$ cat config.mk
export PLATFORM = sky130hd
export DESIGN_NAME = fetch_sequencer
export DESIGN_NICKNAME = d
export VERILOG_FILES = /design/src/rtl/fetch_sequencer_pkg.sv /design/src/rtl/fetch_sequencer.sv
export SDC_FILE = /design/constraint.sdc
export NUM_CORES = 1
export LEC_CHECK = 0
export ABC_AREA = 0
export BUFFER_PORTS_ARGS = -buffer_cell sky130_fd_sc_hd__buf_4
export CORE_ASPECT_RATIO = 0.7
export CORE_MARGIN = 2
export CORE_UTILIZATION = 49
export DETAILED_ROUTE_END_ITERATION = 8
export PLACE_DENSITY = 0.91
export SLEW_MARGIN = 20
export SYNTH_ARGS = -nofsm -noshare
export SYNTH_HDL_FRONTEND = slang
export SYNTH_SLANG_ARGS = --single-unit
export TNS_END_PERCENT = 1
$ cat constraint.sdc
create_clock -name i_clk -period 2.6 [get_ports i_clk]
set_input_delay 0.52 -clock i_clk [delete_from_list [all_inputs] [get_ports i_clk]]
set_output_delay 0.52 -clock i_clk [all_outputs]
set_load 0.03 [all_outputs]
$ cat src/rtl/fetch_sequencer_pkg.sv
// Shared types and constants for the instruction-fetch sequencer.
package fetch_sequencer_pkg;

  typedef enum logic [2:0] {
    FETCH_IDLE  = 3'd0,
    FETCH_REQ   = 3'd1,
    FETCH_WAIT  = 3'd2,
    FETCH_DRAIN = 3'd3,
    FETCH_HOLD  = 3'd4
  } fetch_state_e;

  localparam logic [31:0] NOP_INSTR  = 32'h00000013;
  localparam int unsigned WORD_BYTES = 4;

endpackage

$ cat src/rtl/fetch_sequencer.sv
// Fetch FSM: one outstanding imem request, word latched and offered to decode; 3-cycle best-case cadence.
// Decode backpressure holds the word and stalls further requests; redirects drain in-flight responses.
module fetch_sequencer #(
  parameter int XLEN = 32,
  parameter logic [XLEN-1:0] RESET_PC = '0
) (
  input  logic            i_clk,
  input  logic            i_rst,
  output logic            o_imem_req,
  output logic [XLEN-1:0] o_imem_addr,
  input  logic            i_imem_gnt,
  input  logic            i_imem_rvalid,
  input  logic [31:0]     i_imem_rdata,
  input  logic            i_redirect,
  input  logic [XLEN-1:0] i_redirect_pc,
  output logic            o_dec_valid,
  output logic [31:0]     o_dec_instr,
  output logic [XLEN-1:0] o_dec_pc,
  input  logic            i_dec_ready
);
  import fetch_sequencer_pkg::*;

  localparam logic [XLEN-1:0] ALIGN_MASK = ~XLEN'(3);
  localparam logic [XLEN-1:0] RESET_PC_W = RESET_PC & ALIGN_MASK;

  fetch_state_e    state_q, state_d;
  logic [XLEN-1:0] pc_q, pc_d;
  logic [31:0]     instr_q, instr_d;
  logic [XLEN-1:0] dpc_q, dpc_d;
  logic [XLEN-1:0] redirect_tgt;

  assign redirect_tgt = i_redirect_pc & ALIGN_MASK;

  always_ff @(posedge i_clk) begin
    if (i_rst) begin
      state_q <= FETCH_IDLE;
      pc_q    <= RESET_PC_W;
      instr_q <= NOP_INSTR;
      dpc_q   <= RESET_PC_W;
    end else begin
      state_q <= state_d;
      pc_q    <= pc_d;
      instr_q <= instr_d;
      dpc_q   <= dpc_d;
    end
  end

  always_comb begin
    state_d = state_q;
    pc_d    = pc_q;
    instr_d = instr_q;
    dpc_d   = dpc_q;
    case (state_q)
      FETCH_IDLE: state_d = FETCH_REQ;
      FETCH_REQ: begin
        if (i_redirect) begin
          pc_d    = redirect_tgt;
          state_d = i_imem_gnt ? FETCH_DRAIN : FETCH_REQ;
        end else if (i_imem_gnt) begin
          state_d = FETCH_WAIT;
        end
      end
      FETCH_WAIT: begin
        if (i_redirect) begin
          pc_d    = redirect_tgt;
          state_d = i_imem_rvalid ? FETCH_REQ : FETCH_DRAIN;
        end else if (i_imem_rvalid) begin
          instr_d = i_imem_rdata;
          dpc_d   = pc_q;
          state_d = FETCH_HOLD;
        end
      end
      FETCH_HOLD: begin
        if (i_redirect) begin
          pc_d    = redirect_tgt;
          state_d = FETCH_REQ;
        end else if (i_dec_ready) begin
          pc_d    = pc_q + XLEN'(WORD_BYTES);
          state_d = FETCH_REQ;
        end
      end
      FETCH_DRAIN: begin
        // A redirect here only retargets pc; the stale response must still be swallowed.
        if (i_redirect) pc_d = redirect_tgt;
        if (i_imem_rvalid) state_d = FETCH_REQ;
      end
      default: state_d = FETCH_IDLE;
    endcase
  end

  assign o_imem_req  = (state_q == FETCH_REQ);
  assign o_imem_addr = pc_q;
  assign o_dec_valid = (state_q == FETCH_HOLD);
  assign o_dec_instr = instr_q;
  assign o_dec_pc    = dpc_q;

endmodule

**Word-level counts from Yosys, hierarchy flattened**

Index checks and enable logic that the tools add are counted.

- Flip-flop bits (word level): 99
- Input port bits: 70
- Output and inout port bits: 98
- Logic and storage cells: 35

- Add/sub/neg operators: 1
- Eq/ne operators: 9
- Muxes and demuxes: 14
- Bitwise logic cells: 1
- Reductions and logical operators: 6

Operators by type and width:

| cell | count |
|---|---|
| $mux W32 | 3 |
| $pmux W32 S2 | 1 |
| $add A32 B3 Y32 const B | 1 |
| $mux W3 | 7 |
| $pmux W3 S5 | 1 |
| $eq A3 B2 Y1 const B | 2 |
| $reduce_and A3 Y1 | 2 |
| $mux W2 | 2 |
| $reduce_and A4 Y1 | 1 |
| $eq A3 B1 Y1 const B | 1 |
| $eq A3 B3 Y1 const B | 1 |
| $logic_not A3 Y1 | 1 |
| $ne A3 B1 Y1 const B | 1 |
| $ne A3 B2 Y1 const B | 1 |
| $ne A3 B3 Y1 const B | 1 |
| $reduce_or A3 Y1 | 1 |
| $ne A2 B1 Y1 const B | 1 |
| $ne A2 B2 Y1 const B | 1 |
| $reduce_bool A2 Y1 | 1 |
| $not A1 Y1 | 1 |

**Logic depth before layout (Yosys ltp)**

Gate-level depths: netlist (run 1).

- Depth in word-level cells: 4
- Depth in mapped cells: 8

**Worst setup path before layout (run 1)**

Ideal clock, no wire load.

- Path kind: register to register
- Start point: reg pc_q[2] (netlist: o_imem_addr[2])
- End point: reg pc_q[30] (netlist: o_imem_addr[30])
- Data arrival time: 2111 ps
- Data required time: 2526 ps
- Slack: 415 ps
- Stages on the path, launching flop included: 7
- Path buffers: 0
- Clock period less this slack: 2185 ps
- Cell sequence: dfxtp_1 ha_1 nand3_4 nor4_4 nand2_2 or4_1 a31oi_1

- Word-level cells in the longest chain between the ends: 4

RTL lines:

| what | RTL line | source |
|---|---|---|
| start: declaration | fetch_sequencer.sv:27 | `logic [XLEN-1:0] pc_q, pc_d;` |
| start signal: assignment | fetch_sequencer.sv:42 | `pc_q <= pc_d;` |
| $add A32 B3 Y32 | fetch_sequencer.sv:78 | `pc_d = pc_q + XLEN'(WORD_BYTES);` |
| $mux W32 | fetch_sequencer.sv:77 | `end else if (i_dec_ready) begin` |
| $mux W32 | fetch_sequencer.sv:74 | `if (i_redirect) begin` |
| $pmux W32 S2 | fetch_sequencer.sv:53 | `case (state_q)` |

No other way between the ends. The select of a mux whose other input is x is not followed.
A chain may end at the register's enable or synchronous reset.

**Final worst setup path (run 1)**

- Start point: reg pc_q[2] (netlist: o_imem_addr[2])
- End point: reg pc_q[22] (netlist: o_imem_addr[22])

Same word-level chain as after synthesis.

==> results of run 1 <==
synthesized netlist by cell type, drive strengths merged (6+ instances only):
library cell,count,share of area [%]
dfxtp,95,44
nand4,11,1.6
nand2,148,13
a31oi,7,1.0
nor2,23,2.0
o21ai,22,2.5
a21oi,81,9.3
and3,11,1.6
clkbuf,33,2.8
nand3,23,3.0
a22oi,6,1.0
nor3,17,2.1
nor4,10,1.9
a21o,6,1.0
buf,12,1.7
through the flow:
step           area (µm²)  hold slack, ns  std cells
3_5_place_dp         5660           0.447        824
2_1_floorplan        4370           0.507        575
4_1_cts              5940           0.383        840
6_report             5940           0.387        840
5_1_grt              5940           0.384        840
3_3_place_gp         5660           0.442        824
per-layer routing:
layer / vias up / track usage (%)
met4: 0 / 8.13
li1: 2302 / -
met1: 2157 / 36.0
met3: 24 / 7.08
met5: - / 0
met2: 238 / 42.5
state kept, by name, indices dropped and copies added, names as in the netlist:
signal / cells
state_q: 3
o_dec_instr: 32
o_imem_addr: 30
o_dec_pc: 30
final cells by class:
cell class	instances	area [µm²]	share of cell area, %
Inverter	5	18.8	0.316
Tap cell	120	150	2.53
Clock buffer	10	229	3.86
Multi-Input combinational cell	430	2270	38.3
Timing Repair Buffer	174	1320	22.2
Clock inverter	6	45.0	0.759
Sequential cell	95	1900	32.0
where the power goes:
part / total [µW] / internal (µW) / switching [µW]
Sequential: 1580 / 1500 / 78.3
Clock: 1230 / 652 / 577
Combinational: 556 / 230 / 326
Total: 3370 / 2390 / 982
final timing paths:
check,from,endpoint,cells past startpoint
max,o_imem_addr[2],o_imem_addr[22],6
min,i_imem_rdata[4],o_dec_instr[4],3
max reg2reg,o_imem_addr[2],o_imem_addr[22],6
min reg2reg,o_dec_pc[17],o_dec_pc[17],2
cells by family after synthesis:
logic type | after synthesis
AO/OA/AOI/OAI | 152
AND/OR/NAND/NOR | 267
other | 1
buffers and inverters | 50
multiplexers | 6
adder cells (fa/ha/maj) | 1
flip-flops | 95
critical path, stage by stage (launching register included):
cell and delay (ns):
sky130_fd_sc_hd__dfxtp_1 0.46, sky130_fd_sc_hd__ha_1 0.30, sky130_fd_sc_hd__nand3_4 0.16, sky130_fd_sc_hd__nor4_2 0.44, sky130_fd_sc_hd__nand3_1 0.17, sky130_fd_sc_hd__or4_1 0.42
sky130_fd_sc_hd__a31oi_1 0.19
==> flow_summary.json, run 1 <==
{
  "cts.reportedPaths.clkPinSlew_ns": 0.07,
  "synth-xor-area-share_pct": 0,
  "globalRoute.totalOverflow": 0,
  "clk_latency_ns": 0.35,
  "final_cell_mix": "sky130_fd_sc_hd__buf_4, sky130_fd_sc_hd__nand2_1, sky130_fd_sc_hd__dfxtp_1",
  "syn_avg_cell_area_um2": 7.62,
  "synth_cell_type_count": 58,
  "finClkSkew_ns": 0.00782,
  "highest_layer": "met4",
  "row_cnt": 28,
  "boundaryPins": 168,
  "synth-edff-count": 0,
  "tritoncts": "yes",
  "floorplan.initialDensity_pct": 51.0,
  "syn_inst": 572,
  "power-per-cell-area_mw_per_mm2": 567,
  "mostFrequentLayoutCell": "sky130_fd_sc_hd__buf_4",
  "met1_length_um": 5610,
  "max_clock_freq_mhz": 455,
  "fp.dieArea_mm2": 0.00968,
  "route.detailed.drc": 0,
  "pre_cts_ws_ns": 0.423,
  "critical_path_peak_fanout": 7,
  "synth_seq_cells": 95,
  "end_kind": "flip-flop",
  "drt_iter0_drc": 407,
  "route.vias.total": 4721,
  "worst-endpoint-arrival_ns": 2.47,
  "netlist_area_mm2": 0.00436,
  "total_power_uw": 3370,
  "cts_hold_buf": 0,
  "hp-class": "primary input to flip-flop",
  "routed-wl-met3_um": 1370,
  "yosys_most_used_dff": "sky130_fd_sc_hd__dfxtp_1",
  "cts-resized-gates": 0,
  "ys_async_sr_fraction_pct": 0,
  "min_period_over_period_pct": 84.5,
  "grt_antenna_before_repair": 0,
  "cts_root_buffer": "sky130_fd_sc_hd__clkbuf_16",
  "insertedDiodeCount": 0,
  "run_status": "complete, no violations",
  "cp-start-kind": "flip-flop",
  "post_synthesis_simple_gate_area_fraction_pct": 28.8,
  "first_global_vias": 4387,
  "clock_sink_count": 95,
  "synth_compound_area_share_pct": 20.8,
  "cts.htree.levels": 3,
  "post_route_setup_tns_ns": 0,
  "place.port_buffers": 161,
  "power_leakage_uw": 0.00236,
  "timing.max_slew.rel_slack_pct": 64.0,
  "wl_per_cell_um": 15.6,
  "die_h_um": 82.9,
  "core-area_mm2": 0.00855,
  "setup_violations": 0,
  "grt_first_pass_wirelength_um": 21000,
  "timing.final.max_slew_violations": 0,
  "cp.required_ns": 2.87,
  "synthMuxAreaShare_pct": 1.49,
  "yosys.area_share.adder_pct": 0.287,
  "critPathKind": "flip-flop to flip-flop",
  "synth_top_family_by_area": "simple AND/OR/NAND/NOR gates",
  "fin_util_pct": 69.4,
  "timing.max_cap.violations": 0,
  "setup_ws_ns": 0.402,
  "gpl.final_weighted_congestion": 0.873,
  "dr_wl_met2_um": 5950,
  "ff2ff_setup_slack_ns": 0.40,
  "post-route-min-period_ns": 2.20,
  "firstDrtPassIters": 5,
  "actual_transition_at_the_worst_max_transition_pin_ns": 0.538,
  "cts_buffer_depth": 2,
  "grt_start_max_net_pins": 50,
  "die-width_um": 117,
  "area_growth_pct": 36.2,
  "grt_setup_unrepaired": "no",
  "irDropWorstVdd_mv": 0.355,
  "synth-warning-count": 0,
  "via_per_inst": 5.62,
  "hold_violations": 0,
  "cts_post_setup_buffers_inserted": 0,
  "number_of_filler_cells_placed_in_the_layout": 706,
  "detailedPlacementHpwl_um": 9460,
  "total_grt_usage_pct": 26.9,
  "ant_nets_after_route": 0,
  "final_nets": 786,
  "cts_buffers": 9,
  "aggregate_routed_wire_length_um": 13100,
  "ys_seq_area_share_pct": 43.6,
  "proportion_of_layout_cells_with_a_drive_suffix_above_1_pct": 28.6
}
Power figures use the tool's default switching activity.
==> run 2, diff against run 1 <==
Clock period 2.6 ns to 2.1 ns, I/O delays scaled along.
==> run 2 against run 1 <==
Register-to-register slack lost 0.26 ns. Combinational power up 36%. Non-clock buffer count up 21. Wire length is 4.8% higher. Sequential share of layout area is 1.1 points lower. Via count increased by 3.2%. Core utilization rose by 2.5 points. Largest cell class unchanged.
==> flow_summary.json, run 2 (same netlist as run 1, synthesis figures left out) <==
{
  "highest_layer": "met4",
  "dr_wl_met2_um": 6310,
  "firstDrtPassIters": 5,
  "path_cells": "o21ai_1 > mux2_2 > or3_1 > mux2_2 > a31oi_1",
  "drt_iter0_drc": 437,
  "critical_path.max_stage_delay_ns": 0.54,
  "worst_setup_path_startpoint": "state_q[2]",
  "number_of_filler_cells_placed_in_the_layout": 717,
  "clk_latency_ns": 0.34,
  "timing.max_slew.rel_slack_pct": 61.3,
  "cp.required_ns": 2.37,
  "floorplan.initialDensity_pct": 51.0,
  "ant_nets_after_route": 0,
  "post_route_setup_tns_ns": 0,
  "cts.htree.levels": 3,
  "critical_path.n_buffers_inverters": 0,
  "setup_violations": 0,
  "worst_r2r_startpoint": "state_q[2]",
  "cts_post_setup_buffers_inserted": 0,
  "run_status": "complete, no violations",
  "worst_r2r_path_depth": 5,
  "fp.dieArea_mm2": 0.00968,
  "final_cell_mix": "sky130_fd_sc_hd__buf_4, sky130_fd_sc_hd__nand2_1, sky130_fd_sc_hd__dfxtp_1",
  "setup_ws_ns": 0.137,
  "hold_violations": 0,
  "total_power_uw": 4370,
  "worst-endpoint-arrival_ns": 2.23,
  "mostFrequentLayoutCell": "sky130_fd_sc_hd__buf_4",
  "cts_buffers": 9,
  "globalRoute.totalOverflow": 0,
  "power-per-cell-area_mw_per_mm2": 710,
  "tritoncts": "yes",
  "hp-class": "primary input to flip-flop",
  "boundaryPins": 168,
  "wl_per_cell_um": 16.0,
  "insertedDiodeCount": 0,
  "r2r-end": "o_imem_addr[23]",
  "place.port_buffers": 161,
  "total_grt_usage_pct": 27.5,
  "cts-resized-gates": 0,
  "largest_reg_flops": 32,
  "die_h_um": 82.9,
  "finClkSkew_ns": 0.00719,
  "critical_path.slowest_cell": "sky130_fd_sc_hd__dfxtp_1",
  "ff2ff_setup_slack_ns": 0.14,
  "grt_first_pass_wirelength_um": 21600,
  "proportion_of_layout_cells_with_a_drive_suffix_above_1_pct": 31.2,
  "route.detailed.drc": 0,
  "end_kind": "flip-flop",
  "via_per_inst": 5.66,
  "critical_path_peak_fanout": 10,
  "grt_antenna_before_repair": 0,
  "grt_start_max_net_pins": 48,
  "timing.final.max_slew_violations": 0,
  "cp-start-kind": "flip-flop",
  "core-area_mm2": 0.00855,
  "cp.depth": 5,
  "critPathKind": "flip-flop to flip-flop",
  "timing.max_cap.violations": 0,
  "cts_hold_buf": 0,
  "route.vias.total": 4874,
  "aggregate_routed_wire_length_um": 13700,
  "post-route-min-period_ns": 1.96,
  "cts_root_buffer": "sky130_fd_sc_hd__clkbuf_16",
  "grt_setup_unrepaired": "no",
  "cts_buffer_depth": 2,
  "routed-wl-met3_um": 1400,
  "first_global_vias": 4487,
  "irDropWorstVdd_mv": 0.371,
  "final_nets": 807,
  "cpMostUsedCell": "sky130_fd_sc_hd__mux2_2",
  "max_clock_freq_mhz": 509,
  "capturing_instance_or_port_of_the_critical_path": "o_imem_addr[23]",
  "die-width_um": 117,
  "timing.critical_path.max_delay_family": "multiplexers",
  "pre_cts_ws_ns": 0.0932,
  "min_period_over_period_pct": 93.5,
  "cts.reportedPaths.clkPinSlew_ns": 0.07,
  "whs_ns": 0.289,
  "row_cnt": 28,
  "detailedPlacementHpwl_um": 10100,
  "clock_sink_count": 95,
  "actual_transition_at_the_worst_max_transition_pin_ns": 0.579,
  "gpl.final_weighted_congestion": 0.972,
  "fin_area_mm2": 0.00615,
  "area_growth_pct": 41.1,
  "place_area_mm2": 0.00583,
  "power_leakage_uw": 0.00250,
  "met1_length_um": 5810
}
run 2: area by class of cell:
cell class | instances | area, µm² | share of cell area [%]
multi-input cells | 430 | 2290 | 37.3
flip-flops and latches | 95 | 1900 | 31.0
repair buffers | 195 | 1480 | 24.0
clock buffers | 10 | 239 | 3.89
well taps | 120 | 150 | 2.44
clock inverters | 6 | 67.6 | 1.10
inverters | 5 | 18.8 | 0.305
run 2: how the worst min path moves through the flow:
stage               slack, ns       startpoint  cells past startpoint              end
floorplan                0.51       state_q[0]                      2       state_q[0]
global placement         0.44  o_dec_instr[16]                      2  o_dec_instr[16]
global route             0.31  i_imem_rdata[0]                      3   o_dec_instr[0]
detailed placement       0.45     o_dec_pc[24]                      2     o_dec_pc[24]
CTS                      0.28  i_imem_rdata[0]                      3   o_dec_instr[0]
finish                   0.29  i_imem_rdata[0]                      3   o_dec_instr[0]
run 2: routing by layer:
layer  GRT usage, %  up-vias
met5              0        -
met1           36.1     2241
met2           43.9      269
met4           7.49        0
li1               -     2336
met3           8.25       28
run 2: tightest hold or removal path, cell delays in order:
cell and delay (ns):
sky130_fd_sc_hd__buf_4 0.08, sky130_fd_sc_hd__nand2_1 0.04, sky130_fd_sc_hd__nand3b_1 0.07
run 2: power by group:
part / internal [µW] / switching [µW] / total (µW) / leakage, µW
clock: 959 / 703 / 1660 / 0.000145
sequential: 1860 / 84.4 / 1950 / 0.000770
combinational: 319 / 439 / 757 / 0.00158
run 2: metrics by stage:
stage	utilization, %	cells
after floorplan	-	575
after global placement	68.2	845
after detailed placement	68.2	845
after CTS	71.8	861
after global routing	71.9	861
final	71.9	861
